--- config.mk ---
export PLATFORM = sky130hd
export DESIGN_NAME = hsstl_rst4mcrsw_tx_rate_sched
export DESIGN_NICKNAME = d
export VERILOG_FILES = /design/src/rtl/hsstl_rst4mcrsw_pkg.sv /design/src/rtl/hsstl_rst4mcrsw_rr_arb.sv /design/src/rtl/hsstl_rst4mcrsw_tx_rate_sched.sv
export SDC_FILE = /design/constraint.sdc
export NUM_CORES = 1
export LEC_CHECK = 0
export CAP_MARGIN = 20
export CORE_MARGIN = 2
export CORE_UTILIZATION = 40
export DETAILED_ROUTE_END_ITERATION = 8
export DONT_BUFFER_PORTS = 1
export MAX_ROUTING_LAYER = met4
export SETUP_SLACK_MARGIN = 0.1
export SLEW_MARGIN = 20
export SYNTH_ARGS = -nofsm -noshare
export SYNTH_HDL_FRONTEND = slang
export SYNTH_HIERARCHICAL = 1
export SYNTH_SLANG_ARGS = --single-unit
--- constraint.sdc ---
create_clock -name clk -period 2.3 [get_ports clk]
set_input_delay 0.69 -clock clk [delete_from_list [all_inputs] [get_ports clk]]
set_output_delay 0.69 -clock clk [all_outputs]
set_load 0.03 [all_outputs]
--- src/rtl/hsstl_rst4mcrsw_pkg.sv ---
// Shared encodings for the HSST TX rate scheduler: FSM states and lane rate values.
package hsstl_rst4mcrsw_pkg;

  typedef enum logic [2:0] {
    StIdle    = 3'd0,
    StApply   = 3'd1,
    StHold    = 3'd2,
    StCheck   = 3'd3,
    StDone    = 3'd4,
    StPllWait = 3'd5
  } sched_state_e;

  localparam logic RateFull = 1'b1;
  localparam logic RateHalf = 1'b0;

endpackage

--- src/rtl/hsstl_rst4mcrsw_rr_arb.sv ---
// Combinational round-robin picker: first set request at or after ptr, wrapping to lane 0.
module hsstl_rst4mcrsw_rr_arb #(
  parameter int unsigned N  = 4,
  parameter int unsigned IW = 2
) (
  input  logic [N-1:0]  req,
  input  logic [IW-1:0] ptr,
  output logic [N-1:0]  gnt,
  output logic [IW-1:0] idx,
  output logic          any
);

  always_comb begin
    logic [IW-1:0] j;
    gnt = '0;
    idx = '0;
    any = 1'b0;
    j   = '0;
    for (int unsigned k = 0; k < N; k++) begin
      j = IW'((32'(ptr) + k) % N);
      if (!any && req[j]) begin
        any    = 1'b1;
        gnt[j] = 1'b1;
        idx    = j;
      end
    end
  end

endmodule

--- src/rtl/hsstl_rst4mcrsw_tx_rate_sched.sv ---
// Serialises TX rate changes across lanes sharing one PLL: one lane at a time, round-robin,
// only while the PLL is ready and the target lane reports reset done.
module hsstl_rst4mcrsw_tx_rate_sched
  import hsstl_rst4mcrsw_pkg::*;
#(
  parameter int unsigned LANE_NUM       = 4,
  parameter int unsigned CNTR_WIDTH     = 12,
  parameter int unsigned HOLD_CYCLES    = 256,
  parameter int unsigned TIMEOUT_CYCLES = 4000
) (
  input  logic                clk,
  input  logic                rst_n,
  input  logic                pll_ready,
  input  logic [LANE_NUM-1:0] lane_rst_done,
  input  logic [LANE_NUM-1:0] rate_req,
  output logic [LANE_NUM-1:0] lane_rate,
  output logic [LANE_NUM-1:0] grant,
  output logic                busy,
  output logic                err_timeout,
  output logic [2:0]          sched_state
);

  localparam int unsigned IdxW = (LANE_NUM > 1) ? $clog2(LANE_NUM) : 1;
  localparam logic [CNTR_WIDTH-1:0] HoldLast    = CNTR_WIDTH'(HOLD_CYCLES - 1);
  localparam logic [CNTR_WIDTH-1:0] TimeoutLast = CNTR_WIDTH'(TIMEOUT_CYCLES - 1);
  localparam logic [IdxW-1:0]       LastLane    = IdxW'(LANE_NUM - 1);

  sched_state_e        state_q, state_d;
  logic [LANE_NUM-1:0] rate_q, rate_d;
  logic [LANE_NUM-1:0] grant_q, grant_d;
  logic [IdxW-1:0]     g_q, g_d;
  logic [IdxW-1:0]     ptr_q, ptr_d;
  logic [CNTR_WIDTH-1:0] cntr_q, cntr_d;
  logic                busy_q, busy_d;
  logic                err_q, err_d;

  logic [LANE_NUM-1:0] eligible;
  logic [LANE_NUM-1:0] arb_gnt;
  logic [IdxW-1:0]     arb_idx;
  logic                arb_any;

  // A lane is pending while its requested rate differs from what we currently drive.
  assign eligible = (rate_req ^ rate_q) & lane_rst_done;

  hsstl_rst4mcrsw_rr_arb #(
    .N  (LANE_NUM),
    .IW (IdxW)
  ) u_rr_arb (
    .req (eligible),
    .ptr (ptr_q),
    .gnt (arb_gnt),
    .idx (arb_idx),
    .any (arb_any)
  );

  always_comb begin
    state_d = state_q;
    rate_d  = rate_q;
    grant_d = grant_q;
    g_d     = g_q;
    ptr_d   = ptr_q;
    cntr_d  = cntr_q;
    busy_d  = busy_q;
    err_d   = 1'b0;

    case (state_q)
      StIdle: begin
        if (pll_ready && arb_any) begin
          grant_d = arb_gnt;
          g_d     = arb_idx;
          busy_d  = 1'b1;
          state_d = StApply;
        end
      end
      StApply: begin
        rate_d[g_q] = rate_req[g_q];
        cntr_d      = '0;
        state_d     = StHold;
      end
      StHold: begin
        if (!pll_ready) begin
          grant_d = '0;
          busy_d  = 1'b1;
          cntr_d  = '0;
          state_d = StPllWait;
        end else if (cntr_q == HoldLast) begin
          cntr_d  = '0;
          state_d = StCheck;
        end else begin
          cntr_d = cntr_q + 1'b1;
        end
      end
      StCheck: begin
        if (!pll_ready) begin
          grant_d = '0;
          busy_d  = 1'b1;
          cntr_d  = '0;
          state_d = StPllWait;
        end else if (lane_rst_done[g_q]) begin
          state_d = StDone;
        end else if (cntr_q == TimeoutLast) begin
          err_d   = 1'b1;
          state_d = StDone;
        end else begin
          cntr_d = cntr_q + 1'b1;
        end
      end
      StDone: begin
        grant_d = '0;
        busy_d  = 1'b0;
        ptr_d   = (g_q == LastLane) ? '0 : g_q + 1'b1;
        state_d = StIdle;
      end
      StPllWait: begin
        // Lane FSM redoes its full PLL reset with the already-applied rate; just wait.
        if (pll_ready) begin
          state_d = StDone;
        end
      end
      default: begin
        grant_d = '0;
        busy_d  = 1'b0;
        state_d = StIdle;
      end
    endcase
  end

  always_ff @(posedge clk or negedge rst_n) begin
    if (!rst_n) begin
      state_q <= StIdle;
      rate_q  <= {LANE_NUM{RateHalf}};
      grant_q <= '0;
      g_q     <= '0;
      ptr_q   <= '0;
      cntr_q  <= '0;
      busy_q  <= 1'b0;
      err_q   <= 1'b0;
    end else begin
      state_q <= state_d;
      rate_q  <= rate_d;
      grant_q <= grant_d;
      g_q     <= g_d;
      ptr_q   <= ptr_d;
      cntr_q  <= cntr_d;
      busy_q  <= busy_d;
      err_q   <= err_d;
    end
  end

  assign lane_rate   = rate_q;
  assign grant       = grant_q;
  assign busy        = busy_q;
  assign err_timeout = err_q;
  assign sched_state = state_q;

endmodule

==> results.md <==
- Status: finished clean
- Clk sink count: 29
- Maximum VDD drop: 493 uV
- Die X: approximately 76 um
- Slew Limit Headroom: 0.683
- Switch share: 0.435
- Synth Instances: about 210
- DR DRC count: 0
- P_sw: 0.00159 W
- Die height: ~76 um
- Final setup violation count: 0
- I/O Buffers: 0
- Share of layout cells above drive strength 1: 0.290
- FP Rows: 26
- WP data arrival: around 2400 ps
- Max FO, Critical Path: 5
- RSZ-0062 raised after global routing: true
- Setup Crit Path Kind: reg2reg
- Sequential Power Share: 0.218
- Post-synth top flop: dfrtp_1
- Post-DRT Antenna Nets: 0
- Avg Inst Size Synth: slightly below 10 um2
- Worst Tran Pin Value: around 460 ps
- CTS Buffer Depth: 2
- Core area: 0.00504 mm2
- Hold-fix buffers, CTS: 0
- WL per Instance: between 10 and 15 um
- Int Power: around 0.002 W
- Cell area after synthesis: around 0.0021 mm2
- Number of flops mapped to enable cells by yosys: 0
- Initial Utilization: 0.409
- Num ports: 24
- Ys async rst share: 1.00
- Clk_skew: slightly above 8 ps
- Antenna fix cells: 0
- Largest net degree at the start of global routing: 30
- Lkg Pwr: roughly 1.1 nW
- Synthesized Nets: 235
- Final Critical Period: 2260 ps
- Synth unique cells: 44
- Overall Global Routing Usage: 0.183
- CTS Root Buffer Type: clkbuf_8
- Dpl hpwl: about 3.4 mm
- MaxCap Viol Count: 0
- Sequential fraction of the synthesis area: 0.352
- Non-Filler Cell Area, Final: 0.00256 mm2
- H-tree depth: 2
- Final hold slack: a little under 100 ps
- Clock Latency Late Sink: about 280 ps
- Worst Hold Class: in2async
- Clk slew on worst S/H paths: around 70 ps
- Number of synthesized register bits: 29
- CTS tree: done
- Yosys top cell by area: dfrtp_1
- Synth-to-layout area growth: 24.0%
- Max Clk Rate: roughly 440 MHz
- Startpoint Class: flop
- Clock Power Share: 0.151
- Post-DP Area: approximately 0.0023 mm2
- Detailed Routing Iterations Pass 1: 4
- Grt total ovfl: 0
- Die ar.: ~0.0057 mm2
- First-pass GRT wire length: 7.73 mm
- Crit end category: flop
- Initial antenna violation count: 0
- Comb power frac: 0.632
- Synth warn: 6
- Gp weighted congestion: 0.905
- Period utilisation layout: 0.984
- Worst EP required: between 2000 and 2500 ps
- Yosys top cell area share: 0.352
- Final hold viol count: 0
- CTS Buf Count: 5
- Via density: 5.52
- Routed WL: between 4 and 5 mm
- Pwr Density: ~1400 mW/mm2
- Most area-consuming cells after synthesis: dfrtp_1 (35%), ha_1 (6.1%), xor2_1 (5.1%)
- Initial drt markers: 124
- # nets final: between 200 and 300
- Final core utilization: 0.507
- Vias: 1740
- Final Max Tran Viols: 0
- Vias in the first global route: around 1600
## flip-flops by register name, summed over array words and instances, names as in the netlist
signal / flops
busy: 1
ptr_q: 2
grant: 4
sched_state: 3
g_q: 2
err_timeout: 1
cntr_q: 12
lane_rate: 4
## cells in the final DEF (no fill, tap or decap), types with 2 or more instances in the layout
cell and instances:
xor2_1 12, o21ai_0 9, ha_1 10, nor3_2 2, o21ai_1 7, dfrtp_1 29, buf_4 28, a22oi_1 6
a22oi_2 2, o21ai_2 2, nor3_1 5, mux4_2 4, buf_6 2, inv_1 13, mux2_2 8, nand2b_1 2
a31oi_1 2, a21oi_1 5, mux4_1 2, o211ai_1 8, clkbuf_8 6, mux2i_1 2, and3_1 2, and2_4 4
nand3_1 10, nand4_1 3, nand2_1 15, nor2_1 19
## final timing paths
| check | from | endpoint | slack [ps] | cells past startpoint |
|---|---|---|---|---|
| worst max register to register | lane_rate[0] | g_q[1] | 40 | 8 |
| worst min-delay path | rst_n | grant[2] | 100 | 0 |
| max in group asynchronous | rst_n | cntr_q[8] | 2120 | 0 |
| worst max-delay path | lane_rate[0] | g_q[1] | 40 | 8 |
| worst min register to register | cntr_q[11] | cntr_q[11] | 510 | 1 |
| min in group clk | cntr_q[11] | cntr_q[11] | 510 | 1 |
## routing by layer
metal	part of all wire	track usage	vias to the layer above
met5	0	-	-
met4	0.0075	0.0429	0
met3	0.063	0.0516	6
met2	0.47	0.284	48
met1	0.46	0.238	840
li1	-	-	846
## metrics by stage
stage | power [W] | setup TNS, ps | worst slack, ps | cells
6_report | 0.00365 | 0 | 36.3 | 315
3_5_place_dp | 0.00272 | -2260 | -302 | 301
2_1_floorplan | 0.00214 | -1720 | -246 | 214
4_1_cts | 0.00347 | 0 | 39.8 | 314
5_1_grt | 0.00392 | -168 | -47.9 | 315
3_3_place_gp | 0.00270 | -2110 | -281 | 301
## synthesized netlist by cell type, drive strengths merged (2+ instances only)
cell type / instances
nor2: 19
nand2b: 3
xor2: 12
nand4: 3
and3: 2
mux2: 9
a21oi: 6
mux4: 6
inv: 13
nor4: 2
and2: 4
buf: 5
o31ai: 2
o211ai: 8
nand3: 10
clkbuf: 3
o21ai: 18
nor3: 7
a31oi: 3
ha: 10
dfrtp: 29
mux2i: 2
a22oi: 8
nand2: 15
## cell families (layout without fill, tap and decap cells)
| family | count (synthesis) | in the layout | share of synthesized area |
|---|---|---|---|
| AO/OA/AOI/OAI | 52 | 53 | 0.170 |
| AND/OR/NAND/NOR | 73 | 73 | 0.189 |
| multiplexers | 17 | 17 | 0.130 |
| XOR/XNOR | 12 | 12 | 0.0509 |
| buffers and inverters | 21 | 51 | 0.0479 |
| adder cells (fa/ha/maj) | 10 | 10 | 0.0606 |
| flip-flops | 29 | 29 | 0.352 |
## power by group through the flow
stage          Sequential (W)  Clock (W)  Combinational, W
3_3_place_gp         0.000802          0           0.00190
2_1_floorplan        0.000914          0           0.00122
3_5_place_dp         0.000803          0           0.00191
4_1_cts              0.000795   0.000564           0.00211
5_1_grt              0.000816   0.000585           0.00252
6_report             0.000794   0.000550           0.00230
## cell type report
type | instances | area (um2)
clock buffer | 7 | 86.3
clock inverter | 1 | 30.0
fill | 481 | 2480
inverter | 13 | 48.8
multi-input combinational | 165 | 1350
sequential | 29 | 726
tap | 70 | 87.6
timing repair buffer | 30 | 233
## worst max-delay path, stage by stage, from the launching register on
cell and delay (ps):
dfrtp_1 400, xor2_1 170, and2_4 150, mux4_2 490
buf_6 150, nor4b_4 280, nor2_1 60, a32o_1 200
mux2_2 250
## what timing repair did
| action | CTS | global route |
|---|---|---|
| gates resized for setup | 14 | 15 |
| pin swaps | 7 | 6 |
| endpoints found under the setup margin | 8 | 9 |
| cloned | 1 | 0 |
| buffers inserted | 4 | 1 |
Power figures use the tool's default switching activity.
==> edit (same flow settings) <==
Put one more register stage on the output `err_timeout`, with the module's reset. The value now appears one clock later. The other outputs are not delayed to match.
--- a/src/rtl/hsstl_rst4mcrsw_tx_rate_sched.sv
+++ b/src/rtl/hsstl_rst4mcrsw_tx_rate_sched.sv
@@ -150,7 +150,13 @@
   assign lane_rate   = rate_q;
   assign grant       = grant_q;
   assign busy        = busy_q;
-  assign err_timeout = err_q;
+  always_ff @(posedge clk or negedge rst_n) begin
+    if (!rst_n) begin
+      err_timeout <= '0;
+    end else begin
+      err_timeout <= err_q;
+    end
+  end
   assign sched_state = state_q;
 
 endmodule
Behaviour: same outputs for any inputs over 4 cycles, from zero or initial values and one cycle with rst_n low; that may be too few to reach the edited logic, so the function may still have changed.
==> edit against the original RTL <==
  * Sequential cell count grew 1
  * Worst hold slack better by 0.0073 ns
  * Area after synthesis grew 3.6%
  * Setup slack got worse by 0.039 ns
  * Sequential share of layout area rose by 1.5 points
  * Via count down 4.4%
  * Fmax is 1.7% lower
  * The flow now finishes with violations (negative setup slack)
  * Design area decreased by 1.8%
  * Final cell count fell by 1.9%
  * Total power shrank 7.0%
  * Die area increased by 3.4%
  * Wire length is 5.5% lower
  * Clock skew down 0.0049 ns
  * Synthesized cell count fell by 1.9%
==> edit: results <==
metrics = {
    "status": {
        "status": "complete, but fails checks",
        "violations": "negative setup slack",
    },
    "global_route": {
        "grt_util_met1_pct": 22.1,
        "grt_pass1_wl_mm": 7.78,
        "grt_use_met2_pct": 25.2,
        "grt_max_degree": 31,
        "grt_pass1_vias": 1716,
        "met3_usage_pct": 4.94,
    },
    "placed_design": {
        "globalplace.congestion": 0.836,
        "pre_cts_ws_ns": -0.324,
        "hpwl_mm": 3.26,
    },
    "final_layout": {
        "num-fill-cells": 485,
        "drive_gt1_share_pct": 26.8,
        "instances_no_fill": 309,
        "regMostFlops": "cntr_q",
        "layout.nets": 259,
    },
    "synthesis": {
        "syn_area_per_cell_um2": 10.2,
        "ys_types": 47,
        "synth_common_cells": "30 x dfrtp_1, 19 x nor2_1, 15 x nand2_1",
        "synth_area_leaders": "dfrtp_1 35%, ha_1 5.9%, mux2_2 5.3%",
    },
    "critical_path": {
        "critPathArrivalTime_ns": 2.46,
    },
    "drt": {
        "wl_per_cell_um": 14.3,
        "viasPerCell": 5.39,
        "drt_iter0_markers": 73,
    },
    "power": {
        "ir_drop_mv": 0.697,
        "switching_share_pct": 44.0,
        "p_leak_nw": 1.13,
    },
    "sta": {
        "relSlewSlack_pct": 59.9,
        "setup_tns_ns": -0.00288,
        "skew_ns": 0.00340,
        "setup_viol_count_final": 1,
        "fin_ws_ns": -0.00288,
    },
}
-- edit: changes by cell type in the layout (fill, tap and decap cells not counted), sizes merged, moves of 3 or more --
cell,unedited run,this run
buf,30,27
nand3,10,4
nor3,7,3
and3,2,8
o21ai,18,12
mux2i,2,5
-- edit: final cells by class --
type	count	area share, %
inverters	12	1.79
well taps	70	3.49
repair buffers	27	8.52
clock inverters	1	0.199
flip-flops and latches	30	29.9
clock buffers	7	3.44
multi-input cells	162	52.7
-- edit: kinds of logic after synthesis --
kind of cell | synth area share, %
compound gates | 16.4
xor+xnor | 4.51
fa+ha+maj | 5.85
buf+inv | 3.86
flops | 35.1
mux | 14.5
simple gates | 19.8
-- edit: worst max-delay path by stage --
stage	start	to
after CTS	lane_rate[0]$_DFFE_PN0P_	g_q[1]$_DFFE_PN0P_
final	lane_rate[0]$_DFFE_PN0P_	g_q[1]$_DFFE_PN0P_
after global placement	rate_req[0]	g_q[1]$_DFFE_PN0P_
after detailed placement	rate_req[0]	grant[0]$_DFFE_PN0P_
after floorplan	rate_req[3]	g_q[1]$_DFFE_PN0P_
after global routing	lane_rate[3]$_DFFE_PN0P_	grant[2]$_DFFE_PN0P_
-- edit: repair_timing --
item                                    in CTS  in global routing
endpoints found under the setup margin       8                  8
pin swaps                                    1                  2
buffers inserted                             1                  2
endpoints found under the hold margin        0                  0
resized for setup                           10                  3
-- edit: power by group through the flow --
stage | clock (mW) | sequential, mW | combinational, mW
6_report | 0.427 | 0.911 | 2.06
3_3_place_gp | 0 | 0.921 | 1.92
3_5_place_dp | 0 | 0.920 | 1.93
5_1_grt | 0.473 | 0.938 | 2.26
4_1_cts | 0.445 | 0.914 | 2.02
2_1_floorplan | 0 | 0.985 | 1.30
-- edit: per-layer routing --
layer	wire length (um)	up-vias
li1	-	833
met1	2240	790
met2	1900	36
met3	246	5
met4	31	0
met5	0	-
-- edit: per-stage QoR --
step | hold WS (ns) | util (%) | cell area, um^2
4_1_cts | 0.0943 | 48.4 | 2490
3_3_place_gp | 0.335 | 46.3 | 2380
2_1_floorplan | 0.331 | - | 2150
5_1_grt | 0.0812 | 48.9 | 2510
3_5_place_dp | 0.336 | 46.3 | 2380
6_report | 0.103 | 48.9 | 2510
